--- config.mk ---
export PLATFORM = sky130hd
export DESIGN_NAME = pulse_gate_controller_flat
export DESIGN_NICKNAME = d
export VERILOG_FILES = /design/src/rtl/pulse_ctrl_pkg.sv /design/src/rtl/pulse_gate_controller_if.sv /design/src/rtl/pulse_gate_controller_dead_time_filter.sv /design/src/rtl/pulse_gate_controller.sv /design/src/flat_wrapper.sv
export SDC_FILE = /design/constraint.sdc
export NUM_CORES = 1
export LEC_CHECK = 0
export ABC_AREA = 0
export BUFFER_PORTS_ARGS = -buffer_cell sky130_fd_sc_hd__clkbuf_2
export CORE_ASPECT_RATIO = 1.1
export CORE_MARGIN = 2
export CORE_UTILIZATION = 40
export DETAILED_ROUTE_END_ITERATION = 10
export GPL_ROUTABILITY_DRIVEN = 0
export GPL_TIMING_DRIVEN = 0
export MAX_ROUTING_LAYER = met4
export PLACE_DENSITY = 0.72
export SYNTH_ARGS = -nofsm -noshare
export SYNTH_HDL_FRONTEND = slang
export SYNTH_HIERARCHICAL = 1
export SYNTH_SLANG_ARGS = --single-unit
export TNS_END_PERCENT = 20
--- constraint.sdc ---
create_clock -name clk -period 2.8 [get_ports clk]
set_input_delay 0.14 -clock clk [delete_from_list [all_inputs] [get_ports clk]]
set_output_delay 0.14 -clock clk [all_outputs]
set_load 0.1 [all_outputs]
--- src/rtl/pulse_ctrl_pkg.sv ---
// rtl/pulse_ctrl_pkg.sv - shared types and default widths for the pulse gate controller
//
// Purpose: state encoding and default parameter widths used by the controller,
//          its result interface and the dead-time filter.
// Contents:
//   state_e     IDLE / ARM / COUNT / REPORT
//   CNT_W_DEF   default pulse count width
//   WIN_W_DEF   default gate window width (clk cycles)
//   DEAD_W_DEF  default dead-time width (clk cycles)
package pulse_ctrl_pkg;

  localparam int CNT_W_DEF  = 16;
  localparam int WIN_W_DEF  = 24;
  localparam int DEAD_W_DEF = 8;

  typedef enum logic [1:0] {
    IDLE   = 2'd0,
    ARM    = 2'd1,
    COUNT  = 2'd2,
    REPORT = 2'd3
  } state_e;

endpackage

--- src/rtl/pulse_gate_controller_if.sv ---
// rtl/pulse_gate_controller_if.sv - count result valid/ready interface
//
// Purpose: carries the completed-run count from the controller to the readout logic.
// Signals:
//   count_data   count of the completed run
//   count_valid  count_data valid, held until count_ready
//   count_ready  consumer accepts count_data
//   overflow     count saturated during the run, valid with count_data
// Modports:
//   master  controller side (drives data/valid/overflow)
//   slave   consumer side (drives ready)
interface pulse_gate_controller_if
  import pulse_ctrl_pkg::*;
#(
  parameter int CNT_W = CNT_W_DEF
);

  logic [CNT_W-1:0] count_data;
  logic             count_valid;
  logic             count_ready;
  logic             overflow;

  modport master (
    output count_data,
    output count_valid,
    output overflow,
    input  count_ready
  );

  modport slave (
    input  count_data,
    input  count_valid,
    input  overflow,
    output count_ready
  );

endinterface

--- src/rtl/pulse_gate_controller_dead_time_filter.sv ---
// rtl/pulse_gate_controller_dead_time_filter.sv - non-paralyzable dead-time pulse filter
//
// Purpose: accepts a pulse only when the dead counter is idle; an accepted pulse
//          reloads the counter with dead_time, dropped pulses do not extend it.
// Ports:
//   clk        clock
//   rst_n      asynchronous active-low reset
//   clr        forces the dead counter to zero (used outside the counting window)
//   en         pulses are only considered while high
//   pulse_in   raw pulse, one cycle per event
//   dead_time  reload value after an accepted pulse
//   accept     combinational: this cycle's pulse is accepted
module dead_time_filter
  import pulse_ctrl_pkg::*;
#(
  parameter int DEAD_W = DEAD_W_DEF
) (
  input  logic              clk,
  input  logic              rst_n,
  input  logic              clr,
  input  logic              en,
  input  logic              pulse_in,
  input  logic [DEAD_W-1:0] dead_time,
  output logic              accept
);

  logic [DEAD_W-1:0] dead_q;
  logic [DEAD_W-1:0] dead_d;

  assign accept = en && pulse_in && (dead_q == '0);

  // Countdown runs every cycle regardless of pulse activity; only an accepted
  // pulse reloads it, so a dropped pulse never stretches the dead window.
  always_comb begin
    dead_d = dead_q;
    if (clr) begin
      dead_d = '0;
    end else if (accept) begin
      dead_d = dead_time;
    end else if (dead_q != '0) begin
      dead_d = dead_q - 1'b1;
    end
  end

  always_ff @(posedge clk or negedge rst_n) begin
    if (!rst_n) begin
      dead_q <= '0;
    end else begin
      dead_q <= dead_d;
    end
  end

endmodule

--- src/rtl/pulse_gate_controller.sv ---
// rtl/pulse_gate_controller.sv - timed pulse counting run with dead-time filtering
//
// Purpose: on start, enables the pulse source, counts dead-time-filtered pulses for a
//          programmable window, then stops the source and reports the count on a
//          valid/ready handshake.
// Ports:
//   clk         clock
//   rst_n       asynchronous active-low reset
//   ena         block enable; low during ARM/COUNT aborts the run
//   start       single-cycle run request (honoured only in IDLE)
//   window_len  gate length in cycles, sampled on accepted start
//   dead_time   dead time after each accepted pulse, sampled on accepted start
//   pulse_in    raw pulse from the source
//   src_ena     pulse source enable (ARM and COUNT)
//   busy        high in every state except IDLE
//   pulse_out   one-cycle registered strobe per accepted pulse
//   count_if    result handshake (count_data/count_valid/count_ready/overflow)
module pulse_gate_controller
  import pulse_ctrl_pkg::*;
#(
  parameter int CNT_W  = CNT_W_DEF,
  parameter int WIN_W  = WIN_W_DEF,
  parameter int DEAD_W = DEAD_W_DEF
) (
  input  logic                      clk,
  input  logic                      rst_n,
  input  logic                      ena,
  input  logic                      start,
  input  logic [WIN_W-1:0]          window_len,
  input  logic [DEAD_W-1:0]         dead_time,
  input  logic                      pulse_in,
  output logic                      src_ena,
  output logic                      busy,
  output logic                      pulse_out,
  pulse_gate_controller_if.master   count_if
);

  localparam logic [CNT_W-1:0] CNT_MAX = '1;
  localparam logic [WIN_W-1:0] WIN_ONE = WIN_W'(1);

  state_e            state_q;
  logic [WIN_W-1:0]  win_cnt_q;
  logic [DEAD_W-1:0] dead_time_q;
  logic [CNT_W-1:0]  count_q;
  logic [CNT_W-1:0]  count_d;
  logic              ovf_q;
  logic              ovf_d;
  logic              src_ena_q;
  logic              busy_q;
  logic              pulse_out_q;
  logic              count_valid_q;
  logic              accept;

  // Filter is held cleared outside COUNT so every run starts with an open window.
  dead_time_filter #(
    .DEAD_W (DEAD_W)
  ) u_dead_time_filter (
    .clk       (clk),
    .rst_n     (rst_n),
    .clr       (state_q != COUNT),
    .en        ((state_q == COUNT) && ena),
    .pulse_in  (pulse_in),
    .dead_time (dead_time_q),
    .accept    (accept)
  );

  // Saturating count; an accepted pulse at full scale only sets the sticky flag.
  always_comb begin
    count_d = count_q;
    ovf_d   = ovf_q;
    if (accept) begin
      if (count_q == CNT_MAX) begin
        ovf_d = 1'b1;
      end else begin
        count_d = count_q + 1'b1;
      end
    end
  end

  always_ff @(posedge clk or negedge rst_n) begin
    if (!rst_n) begin
      state_q       <= IDLE;
      win_cnt_q     <= '0;
      dead_time_q   <= '0;
      count_q       <= '0;
      ovf_q         <= 1'b0;
      src_ena_q     <= 1'b0;
      busy_q        <= 1'b0;
      pulse_out_q   <= 1'b0;
      count_valid_q <= 1'b0;
    end else begin
      pulse_out_q <= 1'b0;
      case (state_q)
        IDLE: begin
          if (start && ena && (window_len != '0)) begin
            state_q     <= ARM;
            src_ena_q   <= 1'b1;
            busy_q      <= 1'b1;
            win_cnt_q   <= window_len;
            dead_time_q <= dead_time;
            count_q     <= '0;
            ovf_q       <= 1'b0;
          end
        end

        ARM: begin
          if (!ena) begin
            state_q   <= IDLE;
            src_ena_q <= 1'b0;
            busy_q    <= 1'b0;
          end else begin
            state_q <= COUNT;
          end
        end

        COUNT: begin
          if (!ena) begin
            // Abort: partial count is discarded so nothing stale is visible.
            state_q   <= IDLE;
            src_ena_q <= 1'b0;
            busy_q    <= 1'b0;
            count_q   <= '0;
            ovf_q     <= 1'b0;
          end else begin
            pulse_out_q <= accept;
            count_q     <= count_d;
            ovf_q       <= ovf_d;
            if (win_cnt_q == WIN_ONE) begin
              // Last window cycle: its pulse is counted on this same edge.
              state_q       <= REPORT;
              src_ena_q     <= 1'b0;
              count_valid_q <= 1'b1;
              win_cnt_q     <= '0;
            end else begin
              win_cnt_q <= win_cnt_q - 1'b1;
            end
          end
        end

        REPORT: begin
          if (count_if.count_ready) begin
            state_q       <= IDLE;
            count_valid_q <= 1'b0;
            busy_q        <= 1'b0;
          end
        end

        default: begin
          state_q       <= IDLE;
          src_ena_q     <= 1'b0;
          busy_q        <= 1'b0;
          count_valid_q <= 1'b0;
        end
      endcase
    end
  end

  assign src_ena              = src_ena_q;
  assign busy                 = busy_q;
  assign pulse_out            = pulse_out_q;
  assign count_if.count_data  = count_q;
  assign count_if.count_valid = count_valid_q;
  assign count_if.overflow    = ovf_q;

endmodule
--- src/flat_wrapper.sv ---
// flat-port wrapper written by rule: the top's interface ports become plain ports
module pulse_gate_controller_flat import pulse_ctrl_pkg::*;
#(
  parameter int CNT_W  = CNT_W_DEF,
  parameter int WIN_W  = WIN_W_DEF,
  parameter int DEAD_W = DEAD_W_DEF
)
  (clk, rst_n, ena, start, window_len, dead_time, pulse_in, src_ena, busy, pulse_out, count_if_count_data, count_if_count_valid, count_if_overflow, count_if_count_ready);
  pulse_gate_controller_if #(.CNT_W(CNT_W)) count_if_i ();
  input  logic clk;
  input  logic rst_n;
  input  logic ena;
  input  logic start;
  input  logic [WIN_W-1:0] window_len;
  input  logic [DEAD_W-1:0] dead_time;
  input  logic pulse_in;
  output logic src_ena;
  output logic busy;
  output logic pulse_out;
  output wire logic [$bits(count_if_i.count_data)-1:0] count_if_count_data;
  output wire logic [$bits(count_if_i.count_valid)-1:0] count_if_count_valid;
  output wire logic [$bits(count_if_i.overflow)-1:0] count_if_overflow;
  input wire logic [$bits(count_if_i.count_ready)-1:0] count_if_count_ready;
  assign count_if_count_data = count_if_i.count_data;
  assign count_if_count_valid = count_if_i.count_valid;
  assign count_if_overflow = count_if_i.overflow;
  assign count_if_i.count_ready = count_if_count_ready;
  pulse_gate_controller #(.CNT_W(CNT_W), .WIN_W(WIN_W), .DEAD_W(DEAD_W)) u_core (.clk(clk), .rst_n(rst_n), .ena(ena), .start(start), .window_len(window_len), .dead_time(dead_time), .pulse_in(pulse_in), .src_ena(src_ena), .busy(busy), .pulse_out(pulse_out), .count_if(count_if_i));
endmodule
==> results of run 1 <==
[kinds of logic after synthesis]
family / count (synthesis) / share of synthesized area [%]
AOI/OAI and AO/OA: 146 / 26.9
and+or+nand+nor: 152 / 21.3
adders and majority gates: 10 / 3.13
muxes: 15 / 4.04
DFF: 63 / 39.4
buffers and inverters: 48 / 5.04
xor gates and xnor gates: 1 / 0.219
[layout make-up]
cell class,count,area [µm²]
Fill cell,936,4920
Multi-Input combinational cell,324,2310
Sequential cell,63,1580
Timing Repair Buffer,69,393
Buffer,27,155
Tap cell,120,150
Clock buffer,9,124
Inverter,21,81.3
Clock inverter,7,80.1
[state kept, by name (all words and copies together), names as in the netlist]
name	count
u_core/src_ena	1
u_core/state_q	2
u_core/u_dead_time_filter/dead_q	8
u_core/busy	1
u_core/count_if.count_data	16
u_core/win_cnt_q	24
u_core/count_if.overflow	1
u_core/pulse_out	1
u_core/count_if.count_valid	1
u_core/dead_time_q	8
[cell usage in the layout (no fill, tap or decap), types with 15 or more instances in the layout]
cell                       Yosys  layout
sky130_fd_sc_hd__a21oi_1      22      21
sky130_fd_sc_hd__a22o_1       15      15
sky130_fd_sc_hd__clkbuf_2      0      58
sky130_fd_sc_hd__dfrtp_1      63      59
sky130_fd_sc_hd__inv_1        20      18
sky130_fd_sc_hd__nand2_1      25      24
sky130_fd_sc_hd__nand3_1      15      15
sky130_fd_sc_hd__nor2_1       24      24
sky130_fd_sc_hd__nor4_1       19      15
sky130_fd_sc_hd__o21ai_0      23      23
[worst max-delay path by stage]
stage	startpoint	to	depth (start not counted)
3_3_place_gp	u_core/state_q[0]	u_core/count_if.count_data[14]	13
5_1_grt	u_core/state_q[0]	u_core/count_if.count_data[14]	13
6_report	u_core/state_q[0]	u_core/count_if.count_data[2]	13
3_5_place_dp	u_core/state_q[0]	u_core/count_if.count_data[14]	13
2_1_floorplan	u_core/count_if.count_data[2]	u_core/count_if.count_data[0]	7
4_1_cts	u_core/state_q[0]	u_core/count_if.count_data[13]	13
[what timing repair did]
action | CTS | global route
pin swaps | 2 | 4
setup endpoints to repair | 31 | 43
hold buffers | 1 | 0
hold endpoints to repair | 30 | 0
resized for setup | 14 | 20
cloned | 0 | 1
buffers inserted | 3 | 7
[routing by layer]
layer,global-route usage [%],part of all wire [%]
met5,-,0
met4,8.81,2.1
met3,4.42,7.6
met2,35.7,48
met1,27.4,42
[report_power, final]
group	switching, mW	internal (mW)
Sequential	0.255	1.18
Combinational	1.33	0.851
Clock	0.409	0.422
==> flow_results.xml, run 1 <==
<?xml version="1.0" encoding="UTF-8"?>
<metrics>
  <group name="critical_path">
    <metric name="critPathTopFamily" unit="">simple AND/OR/NAND/NOR gates</metric>
    <metric name="critical_path_required" unit="ns">3.07</metric>
    <metric name="timing.setup.critical_path_class" unit="">flip-flop to flip-flop</metric>
    <metric name="timing.reg2reg.worst_path_depth" unit="">13</metric>
    <metric name="cell_chain_critical_path" unit="">inv_2 &gt; ha_4 &gt; nand2_1 &gt; buf_8 &gt; inv_4 &gt; buf_8 &gt; nand2_2 &gt; nor4_4 &gt; o221a_2 &gt; o31ai_4 &gt; buf_4 &gt; or4_1 &gt; a21oi_1</metric>
    <metric name="critPathArrivalTime" unit="ns">2.95</metric>
    <metric name="timing.critical_path.slowest_cell_delay" unit="ns">0.47</metric>
    <metric name="worst_r2r_endpoint" unit="">u_core/count_if.count_data[2]</metric>
    <metric name="cp-start-kind" unit="">flip-flop</metric>
    <metric name="end_kind" unit="">flip-flop</metric>
    <metric name="timing.critical_path.mode_cell" unit="">sky130_fd_sc_hd__buf_8</metric>
    <metric name="path_max_fanout" unit="">8</metric>
    <metric name="timing.reg2reg.setup_slack" unit="ns">0.12</metric>
    <metric name="rr_startpoint" unit="">u_core/state_q[0]</metric>
    <metric name="cpMaxStageDelayCell" unit="">sky130_fd_sc_hd__or4_1</metric>
    <metric name="path_buf_inv" unit="">5</metric>
  </group>
  <group name="yosys">
    <metric name="post_synth_main_area_contributors" unit="">sky130_fd_sc_hd__dfrtp_1, sky130_fd_sc_hd__o31ai_1, sky130_fd_sc_hd__a22o_1, sky130_fd_sc_hd__ha_1, sky130_fd_sc_hd__nor4_1</metric>
    <metric name="synth.net_count" unit="">483</metric>
    <metric name="synth_largest_type_area_fraction" unit="%">39.4</metric>
    <metric name="synthMostInstantiatedCell" unit="">sky130_fd_sc_hd__dfrtp_1</metric>
    <metric name="yosys-top-cells-count" unit="">sky130_fd_sc_hd__dfrtp_1, sky130_fd_sc_hd__nand2_1, sky130_fd_sc_hd__nor2_1</metric>
    <metric name="synth_enable_flop_cells" unit="">0</metric>
    <metric name="synth_top_flop_cell" unit="">sky130_fd_sc_hd__dfrtp_1</metric>
    <metric name="ys_ff_latch" unit="">63</metric>
    <metric name="synth_cells" unit="">435</metric>
    <metric name="synth.yosys.seq_area_share" unit="%">39.4</metric>
    <metric name="synth-warning-count" unit="">6</metric>
    <metric name="synth_area_per_cell" unit="µm²">9.19</metric>
    <metric name="synth_cell_types" unit="">70</metric>
    <metric name="postSynth.asyncResetShare" unit="%">100</metric>
    <metric name="synthDominantAreaCellType" unit="">sky130_fd_sc_hd__dfrtp_1</metric>
    <metric name="netlist_area" unit="mm²">0.00400</metric>
  </group>
  <group name="placed_design">
    <metric name="place_hpwl" unit="mm">8.08</metric>
    <metric name="port_buffers" unit="">56</metric>
    <metric name="postPlaceCellArea" unit="mm²">0.00446</metric>
    <metric name="dp_slack" unit="ns">-0.691</metric>
    <metric name="place_inst" unit="">612</metric>
  </group>
  <group name="sta">
    <metric name="timing.final.crit_share" unit="%">95.7</metric>
    <metric name="setup_ws" unit="ns">0.120</metric>
    <metric name="finalHoldViolCount" unit="">0</metric>
    <metric name="timing_max_transition_violations_final" unit="">0</metric>
    <metric name="fin_setup_tns" unit="ns">0</metric>
    <metric name="fin_worst_skew" unit="ns">0.00908</metric>
    <metric name="setup_viol_count_final" unit="">0</metric>
    <metric name="fmax" unit="GHz">0.373</metric>
    <metric name="worstMarginPinSlew" unit="ns">1.01</metric>
    <metric name="min_period" unit="ns">2.68</metric>
    <metric name="slew-limit-headroom" unit="%">31.9</metric>
    <metric name="worst_hold_slack_across_all_endpoints" unit="ns">0.0147</metric>
  </group>
  <group name="drt">
    <metric name="drt_initial_violations" unit="">272</metric>
    <metric name="postRouteWirelength" unit="mm">11.5</metric>
    <metric name="num_vias" unit="">4009</metric>
    <metric name="remaining_drc_errors" unit="">0</metric>
    <metric name="route.antenna.remaining_nets" unit="">0</metric>
    <metric name="wl_per_cell" unit="µm">18.0</metric>
    <metric name="drt_pre_antenna_iters" unit="">5</metric>
    <metric name="post_drt_via_cell_ratio" unit="">6.26</metric>
  </group>
  <group name="layout">
    <metric name="final_cell_area" unit="mm²">0.00488</metric>
    <metric name="instances_no_fill" unit="">640</metric>
    <metric name="synthToLayoutAreaGrowth" unit="%">22.0</metric>
    <metric name="fraction_of_the_core_area_covered_by_cells_at_the_end_of_the_flow" unit="%">49.8</metric>
    <metric name="n_antenna_cell" unit="">0</metric>
    <metric name="drive_gt1_share" unit="%">26.7</metric>
    <metric name="layout.nets" unit="">563</metric>
  </group>
  <group name="min_path">
    <metric name="holdCritStartpoint" unit="">dead_time[5]</metric>
    <metric name="path_type_of_the_worst_min_delay_path" unit="">primary input to flip-flop</metric>
    <metric name="whs_path_depth" unit="">2</metric>
    <metric name="hold_end" unit="">u_core/dead_time_q[5]</metric>
  </group>
  <group name="grt">
    <metric name="grt.total_usage" unit="%">22.1</metric>
    <metric name="number_of_antenna_violations_at_the_first_check_in_global_routing" unit="">0</metric>
    <metric name="grt_start_max_net_pins" unit="">34</metric>
    <metric name="vias_in_the_first_global_route" unit="">3817</metric>
    <metric name="global_route.overflow_total" unit="">0</metric>
    <metric name="grt_pass1_wl" unit="mm">18.5</metric>
  </group>
  <group name="die">
    <metric name="floorplan.die.height" unit="µm">109</metric>
    <metric name="dieWidth" unit="µm">99.3</metric>
    <metric name="start_util" unit="%">40.8</metric>
    <metric name="floorplan_die_area" unit="mm²">0.0108</metric>
    <metric name="core_area" unit="mm²">0.00979</metric>
    <metric name="floorplan.io_pins" unit="">59</metric>
    <metric name="rows" unit="">38</metric>
  </group>
  <group name="status">
    <metric name="outcome" unit="">completed</metric>
  </group>
  <group name="clock_tree">
    <metric name="clock_sink_count" unit="">63</metric>
    <metric name="cts_root_buf" unit="">sky130_fd_sc_hd__clkbuf_8</metric>
    <metric name="cts_inserted_buffers" unit="">9</metric>
    <metric name="tritoncts" unit="">yes</metric>
    <metric name="worst_setup_hold_path_clk_slew" unit="ns">0.08</metric>
    <metric name="htree_num_levels" unit="">3</metric>
    <metric name="clockBufferDepth" unit="">2</metric>
    <metric name="clk-insertion-delay-late" unit="ns">0.35</metric>
  </group>
  <group name="pwr">
    <metric name="peak_supply_drop" unit="V">0.000454</metric>
    <metric name="p_leak" unit="nW">2.04</metric>
    <metric name="cellPowerDensity" unit="mW/mm²">913</metric>
    <metric name="total_power" unit="mW">4.45</metric>
  </group>
  <group name="run">
    <metric name="max_cap_violations" unit="">0</metric>
  </group>
</metrics>
(Power assumes the default switching activity.)
==> inputs of run 2 (changes only) <==
--- a/config.mk
+++ b/config.mk
@@ -7,6 +7,8 @@
 export LEC_CHECK = 0
 export ABC_AREA = 0
 export BUFFER_PORTS_ARGS = -buffer_cell sky130_fd_sc_hd__clkbuf_2
+export CELL_PAD_IN_SITES_DETAIL_PLACEMENT = 0
+export CELL_PAD_IN_SITES_GLOBAL_PLACEMENT = 1
 export CORE_ASPECT_RATIO = 1.1
 export CORE_MARGIN = 2
 export CORE_UTILIZATION = 40
@@ -14,7 +16,8 @@
 export GPL_ROUTABILITY_DRIVEN = 0
 export GPL_TIMING_DRIVEN = 0
 export MAX_ROUTING_LAYER = met4
-export PLACE_DENSITY = 0.72
+export PLACE_DENSITY = 0.87
+export SKIP_CTS_REPAIR_TIMING = 1
 export SYNTH_ARGS = -nofsm -noshare
 export SYNTH_HDL_FRONTEND = slang
 export SYNTH_HIERARCHICAL = 1
==> flow_results.xml, run 2 (synthesis results as in run 1) <==
<?xml version="1.0" encoding="UTF-8"?>
<metrics>
  <group name="grt">
    <metric name="grt.total_usage" unit="%">22.6</metric>
    <metric name="number_of_antenna_violations_at_the_first_check_in_global_routing" unit="">0</metric>
    <metric name="grt_start_max_net_pins" unit="">38</metric>
    <metric name="grt_pass1_wl" unit="mm">18.8</metric>
    <metric name="global_route.overflow_total" unit="">0</metric>
    <metric name="vias_in_the_first_global_route" unit="">3755</metric>
  </group>
  <group name="layout">
    <metric name="instances_no_fill" unit="">638</metric>
    <metric name="layout.cells.most_common" unit="">sky130_fd_sc_hd__clkbuf_2</metric>
    <metric name="final_cell_area" unit="mm²">0.00489</metric>
    <metric name="fraction_of_the_core_area_covered_by_cells_at_the_end_of_the_flow" unit="%">49.9</metric>
    <metric name="largest-register" unit="">u_core/win_cnt_q</metric>
    <metric name="synthToLayoutAreaGrowth" unit="%">22.3</metric>
    <metric name="final.fill_count" unit="">930</metric>
    <metric name="multiInputGateArea" unit="mm²">0.00234</metric>
    <metric name="largest_reg_flops" unit="">24</metric>
    <metric name="regArea" unit="mm²">0.00158</metric>
    <metric name="drive_gt1_share" unit="%">28.0</metric>
    <metric name="n_antenna_cell" unit="">0</metric>
    <metric name="mostFrequentLayoutCells" unit="">sky130_fd_sc_hd__clkbuf_2, sky130_fd_sc_hd__dfrtp_1, sky130_fd_sc_hd__nand2_1, sky130_fd_sc_hd__nor2_1, sky130_fd_sc_hd__o21ai_0</metric>
    <metric name="layout.nets" unit="">561</metric>
  </group>
  <group name="sta">
    <metric name="slew-limit-headroom" unit="%">20.9</metric>
    <metric name="grt_setup_unrepaired" unit="">true</metric>
    <metric name="timing.final.crit_share" unit="%">96.6</metric>
    <metric name="finalHoldViolCount" unit="">0</metric>
    <metric name="fin_worst_skew" unit="ns">0.0104</metric>
    <metric name="setup_viol_count_final" unit="">0</metric>
    <metric name="worst_hold_slack_across_all_endpoints" unit="ns">0.0126</metric>
    <metric name="fmax" unit="GHz">0.370</metric>
    <metric name="timing_max_transition_violations_final" unit="">0</metric>
    <metric name="min_period" unit="ns">2.70</metric>
    <metric name="worstMarginPinSlew" unit="ns">1.17</metric>
  </group>
  <group name="critical_path">
    <metric name="end_kind" unit="">flip-flop</metric>
    <metric name="critical_path_required" unit="ns">3.09</metric>
    <metric name="cp-start-kind" unit="">flip-flop</metric>
    <metric name="critPathArrivalTime" unit="ns">2.99</metric>
    <metric name="path_max_fanout" unit="">8</metric>
    <metric name="timing.setup.critical_path_class" unit="">flip-flop to flip-flop</metric>
  </group>
  <group name="run">
    <metric name="max_cap_violations" unit="">0</metric>
  </group>
  <group name="clock_tree">
    <metric name="tritoncts" unit="">yes</metric>
    <metric name="clock_sink_count" unit="">63</metric>
    <metric name="worst_setup_hold_path_clk_slew" unit="ns">0.08</metric>
    <metric name="clk-insertion-delay-late" unit="ns">0.35</metric>
    <metric name="clockBufferDepth" unit="">2</metric>
    <metric name="cts_root_buf" unit="">sky130_fd_sc_hd__clkbuf_8</metric>
    <metric name="htree_num_levels" unit="">3</metric>
    <metric name="cts_inserted_buffers" unit="">9</metric>
  </group>
  <group name="placed_design">
    <metric name="place_inst" unit="">612</metric>
    <metric name="postPlaceCellArea" unit="mm²">0.00446</metric>
    <metric name="port_buffers" unit="">56</metric>
    <metric name="place_hpwl" unit="mm">8.14</metric>
  </group>
  <group name="drt">
    <metric name="drt_initial_violations" unit="">213</metric>
    <metric name="route.antenna.remaining_nets" unit="">0</metric>
    <metric name="wl_per_cell" unit="µm">18.2</metric>
    <metric name="remaining_drc_errors" unit="">0</metric>
    <metric name="post_drt_via_cell_ratio" unit="">6.24</metric>
    <metric name="num_vias" unit="">3979</metric>
    <metric name="drt_pre_antenna_iters" unit="">5</metric>
    <metric name="postRouteWirelength" unit="mm">11.6</metric>
  </group>
  <group name="die">
    <metric name="rows" unit="">38</metric>
    <metric name="dieWidth" unit="µm">99.3</metric>
    <metric name="floorplan.io_pins" unit="">59</metric>
    <metric name="floorplan_die_area" unit="mm²">0.0108</metric>
    <metric name="floorplan.die.height" unit="µm">109</metric>
    <metric name="start_util" unit="%">40.8</metric>
    <metric name="core_area" unit="mm²">0.00979</metric>
  </group>
  <group name="min_path">
    <metric name="path_type_of_the_worst_min_delay_path" unit="">primary input to flip-flop</metric>
  </group>
  <group name="pwr">
    <metric name="cellPowerDensity" unit="mW/mm²">907</metric>
    <metric name="peak_supply_drop" unit="V">0.000438</metric>
    <metric name="p_leak" unit="nW">2.04</metric>
  </group>
  <group name="status">
    <metric name="outcome" unit="">completed</metric>
  </group>
</metrics>
run 2: power breakdown:
| group | leakage, nW | internal [mW] | switching, mW |
|---|---|---|---|
| Clock | 0.0947 | 0.438 | 0.407 |
| Sequential | 0.805 | 1.18 | 0.249 |
| Combinational | 1.14 | 0.840 | 1.31 |
| Total | 2.04 | 2.46 | 1.97 |
run 2: per-layer routing:
layer  track usage [%]  share of wire (%)  vias to the layer above
met5                 -                  0                        -
met4              6.75                1.9                        0
met3              4.36                7.5                       21
met2              37.6                 48                      177
met1              27.9                 42                     1927
li1                  -                  -                     1854
run 2: worst max-delay path, stage by stage, from the launching register on:
cell and delay, ns:
sky130_fd_sc_hd__dfrtp_2 0.42, sky130_fd_sc_hd__inv_2 0.08, sky130_fd_sc_hd__ha_2 0.19, sky130_fd_sc_hd__nand2_1 0.08, sky130_fd_sc_hd__buf_6 0.16, sky130_fd_sc_hd__inv_4 0.09
sky130_fd_sc_hd__buf_6 0.12, sky130_fd_sc_hd__nand2_2 0.09, sky130_fd_sc_hd__nor4_4 0.21, sky130_fd_sc_hd__o221a_2 0.28, sky130_fd_sc_hd__o31ai_4 0.12, sky130_fd_sc_hd__buf_6 0.16
sky130_fd_sc_hd__or4_1 0.49, sky130_fd_sc_hd__a21oi_2 0.14
run 2: layout make-up:
| cell class | instances | area share [%] |
|---|---|---|
| Buffer | 27 | 3.07 |
| Clock buffer | 10 | 2.82 |
| Clock inverter | 6 | 1.43 |
| Inverter | 21 | 1.66 |
| Multi-Input combinational cell | 324 | 47.8 |
| Sequential cell | 63 | 32.4 |
| Tap cell | 120 | 3.07 |
| Timing Repair Buffer | 67 | 7.73 |
run 2: stage by stage:
stage,setup TNS [ns],setup slack [ns],power [mW]
global route,-0.0678,-0.0280,4.72
CTS,-10.61,-0.752,4.21
detailed placement,-10.46,-0.752,3.36
finish,0,0.0956,4.43
global placement,-9.09,-0.663,3.32
floorplan,-0.00857,-0.00857,2.83
run 2: worst paths after layout:
check,startpoint,to,slack (ns),cells after the start
max,u_core/state_q[0],u_core/count_if.count_data[14],0.1,13
min,dead_time[1],u_core/dead_time_q[1],0.01,2
max reg2reg,u_core/state_q[0],u_core/count_if.count_data[14],0.1,13
min reg2reg,u_core/win_cnt_q[22],u_core/win_cnt_q[22],0.51,1
max in group asynchronous,rst_n,u_core/state_q[0],1.98,3
min in group asynchronous,rst_n,u_core/u_dead_time_filter/dead_q[6],0.26,2
==> inputs of run 3 (changes only) <==
--- a/config.mk
+++ b/config.mk
@@ -15,7 +15,6 @@
 export DETAILED_ROUTE_END_ITERATION = 10
 export GPL_ROUTABILITY_DRIVEN = 0
 export GPL_TIMING_DRIVEN = 0
-export MAX_ROUTING_LAYER = met4
 export PLACE_DENSITY = 0.87
 export SKIP_CTS_REPAIR_TIMING = 1
 export SYNTH_ARGS = -nofsm -noshare
==> flow_results.xml, run 3 (synthesis results as in run 1) <==
<?xml version="1.0" encoding="UTF-8"?>
<metrics>
  <group name="critical_path">
    <metric name="timing.setup.critical_path_class" unit="">flip-flop to flip-flop</metric>
    <metric name="timing.reg2reg.worst_path_depth" unit="">13</metric>
    <metric name="timing.reg2reg.setup_slack" unit="ns">0.08</metric>
    <metric name="cp-start-kind" unit="">flip-flop</metric>
    <metric name="critPathArrivalTime" unit="ns">2.99</metric>
    <metric name="path_max_fanout" unit="">6</metric>
    <metric name="worst_r2r_endpoint" unit="">u_core/count_if.count_data[12]</metric>
    <metric name="end_kind" unit="">flip-flop</metric>
    <metric name="critical_path_required" unit="ns">3.08</metric>
    <metric name="rr_startpoint" unit="">u_core/state_q[0]</metric>
  </group>
  <group name="clock_tree">
    <metric name="cts_inserted_buffers" unit="">9</metric>
    <metric name="tritoncts" unit="">yes</metric>
    <metric name="clockBufferDepth" unit="">2</metric>
    <metric name="cts_root_buf" unit="">sky130_fd_sc_hd__clkbuf_8</metric>
    <metric name="htree_num_levels" unit="">3</metric>
    <metric name="clock_sink_count" unit="">63</metric>
    <metric name="clk-insertion-delay-late" unit="ns">0.35</metric>
    <metric name="worst_setup_hold_path_clk_slew" unit="ns">0.08</metric>
  </group>
  <group name="drt">
    <metric name="drt_pre_antenna_iters" unit="">5</metric>
    <metric name="post_drt_via_cell_ratio" unit="">6.25</metric>
    <metric name="wl_per_cell" unit="µm">18.2</metric>
    <metric name="drt_initial_violations" unit="">218</metric>
    <metric name="remaining_drc_errors" unit="">0</metric>
    <metric name="postRouteWirelength" unit="mm">11.6</metric>
    <metric name="num_vias" unit="">3972</metric>
    <metric name="route.antenna.remaining_nets" unit="">0</metric>
  </group>
  <group name="grt">
    <metric name="vias_in_the_first_global_route" unit="">3748</metric>
    <metric name="global_route.overflow_total" unit="">0</metric>
    <metric name="grt_start_max_net_pins" unit="">38</metric>
    <metric name="grt.total_usage" unit="%">21.9</metric>
    <metric name="grt_pass1_wl" unit="mm">18.7</metric>
    <metric name="number_of_antenna_violations_at_the_first_check_in_global_routing" unit="">0</metric>
  </group>
  <group name="layout">
    <metric name="layout.nets" unit="">559</metric>
    <metric name="layout.cells.most_common" unit="">sky130_fd_sc_hd__clkbuf_2</metric>
    <metric name="synthToLayoutAreaGrowth" unit="%">22.0</metric>
    <metric name="drive_gt1_share" unit="%">27.7</metric>
    <metric name="largest_reg_flops" unit="">24</metric>
    <metric name="fraction_of_the_core_area_covered_by_cells_at_the_end_of_the_flow" unit="%">49.8</metric>
    <metric name="n_antenna_cell" unit="">0</metric>
    <metric name="mostFrequentLayoutCells" unit="">sky130_fd_sc_hd__clkbuf_2, sky130_fd_sc_hd__dfrtp_1, sky130_fd_sc_hd__nand2_1, sky130_fd_sc_hd__nor2_1, sky130_fd_sc_hd__o21ai_0</metric>
    <metric name="largest-register" unit="">u_core/win_cnt_q</metric>
    <metric name="final.fill_count" unit="">929</metric>
  </group>
  <group name="die">
    <metric name="floorplan.io_pins" unit="">59</metric>
    <metric name="start_util" unit="%">40.8</metric>
    <metric name="rows" unit="">38</metric>
    <metric name="floorplan.die.height" unit="µm">109</metric>
    <metric name="floorplan_die_area" unit="mm²">0.0108</metric>
    <metric name="dieWidth" unit="µm">99.3</metric>
    <metric name="core_area" unit="mm²">0.00979</metric>
  </group>
  <group name="sta">
    <metric name="fin_worst_skew" unit="ns">0.0108</metric>
    <metric name="grt_setup_unrepaired" unit="">true</metric>
    <metric name="setup_viol_count_final" unit="">0</metric>
    <metric name="min_period" unit="ns">2.72</metric>
    <metric name="timing_max_transition_violations_final" unit="">0</metric>
    <metric name="slew-limit-headroom" unit="%">24.2</metric>
    <metric name="timing.final.crit_share" unit="%">97.0</metric>
    <metric name="worstMarginPinSlew" unit="ns">1.12</metric>
    <metric name="fmax" unit="GHz">0.368</metric>
    <metric name="finalHoldViolCount" unit="">0</metric>
  </group>
  <group name="status">
    <metric name="outcome" unit="">completed</metric>
  </group>
  <group name="placed_design">
    <metric name="port_buffers" unit="">56</metric>
    <metric name="place_hpwl" unit="mm">8.14</metric>
  </group>
  <group name="min_path">
    <metric name="hold_end" unit="">u_core/dead_time_q[1]</metric>
    <metric name="whs_path_depth" unit="">2</metric>
    <metric name="holdCritStartpoint" unit="">dead_time[1]</metric>
    <metric name="path_type_of_the_worst_min_delay_path" unit="">primary input to flip-flop</metric>
  </group>
  <group name="pwr">
    <metric name="cellPowerDensity" unit="mW/mm²">907</metric>
    <metric name="peak_supply_drop" unit="V">0.000439</metric>
    <metric name="p_leak" unit="nW">2.03</metric>
    <metric name="total_power" unit="mW">4.42</metric>
  </group>
  <group name="run">
    <metric name="max_cap_violations" unit="">0</metric>
  </group>
</metrics>
## run 3: cell type report
type / instances / area (µm²) / area share [%]
multi-input cells: 324 / 2340 / 47.9
repair buffers: 65 / 365 / 7.49
well taps: 120 / 150 / 3.08
clock inverters: 6 / 70.1 / 1.44
plain buffers: 27 / 150 / 3.08
flip-flops and latches: 63 / 1580 / 32.5
inverters: 21 / 81.3 / 1.67
clock buffers: 10 / 138 / 2.82
## run 3: worst max path at each step
| stage | from | to | slack (ns) | cells past startpoint |
|---|---|---|---|---|
| floorplan | u_core/count_if.count_data[2] | u_core/count_if.count_data[0] | -0.009 | 7 |
| global placement | u_core/state_q[0] | u_core/count_if.count_data[8] | -0.66 | 14 |
| global route | u_core/state_q[0] | u_core/count_if.count_data[12] | -0.03 | 13 |
| CTS | u_core/state_q[0] | u_core/count_if.count_data[13] | -0.75 | 13 |
| detailed placement | u_core/state_q[0] | u_core/count_if.count_data[13] | -0.75 | 14 |
| finish | u_core/state_q[0] | u_core/count_if.count_data[12] | 0.08 | 13 |
## run 3: per-stage QoR
stage / TNS [ns] / area [µm²] / setup slack (ns) / hold WS, ns / instances
floorplan: -0.00857 / 4010 / -0.00857 / -0.156 / 435
finish: 0 / 4880 / 0.0849 / 0.0149 / 636
global placement: -9.09 / 4440 / -0.663 / 0.374 / 611
detailed placement: -10.46 / 4460 / -0.752 / 0.119 / 612
global route: -0.0579 / 4880 / -0.0269 / 0.00517 / 636
CTS: -10.61 / 4670 / -0.752 / -0.270 / 628
## run 3: routing by layer
| layer | up-vias | track usage [%] | share of wire [%] |
|---|---|---|---|
| met5 | - | 0 | 0 |
| met4 | 0 | 6.75 | 1.8 |
| met3 | 19 | 4.49 | 6.6 |
| met2 | 154 | 37.6 | 49 |
| met1 | 1945 | 27.9 | 42 |
| li1 | 1854 | - | - |
## run 3: power breakdown
part | leakage (nW) | internal [mW] | switching [mW]
Combinational | 1.13 | 0.833 | 1.31
Clock | 0.0947 | 0.438 | 0.406
Sequential | 0.805 | 1.18 | 0.250
Total | 2.03 | 2.46 | 1.97
## run 3: critical path, cell delays in order, from the launching register on
cell and delay [ns]:
sky130_fd_sc_hd__dfrtp_2 0.42, sky130_fd_sc_hd__inv_2 0.08, sky130_fd_sc_hd__ha_2 0.19, sky130_fd_sc_hd__nand2_1 0.08, sky130_fd_sc_hd__buf_6 0.16, sky130_fd_sc_hd__inv_4 0.09
sky130_fd_sc_hd__buf_6 0.12, sky130_fd_sc_hd__nand2_2 0.09, sky130_fd_sc_hd__nor4_4 0.21, sky130_fd_sc_hd__o221a_2 0.28, sky130_fd_sc_hd__o31ai_4 0.12, sky130_fd_sc_hd__buf_4 0.17
sky130_fd_sc_hd__or4_1 0.49, sky130_fd_sc_hd__a21oi_1 0.15
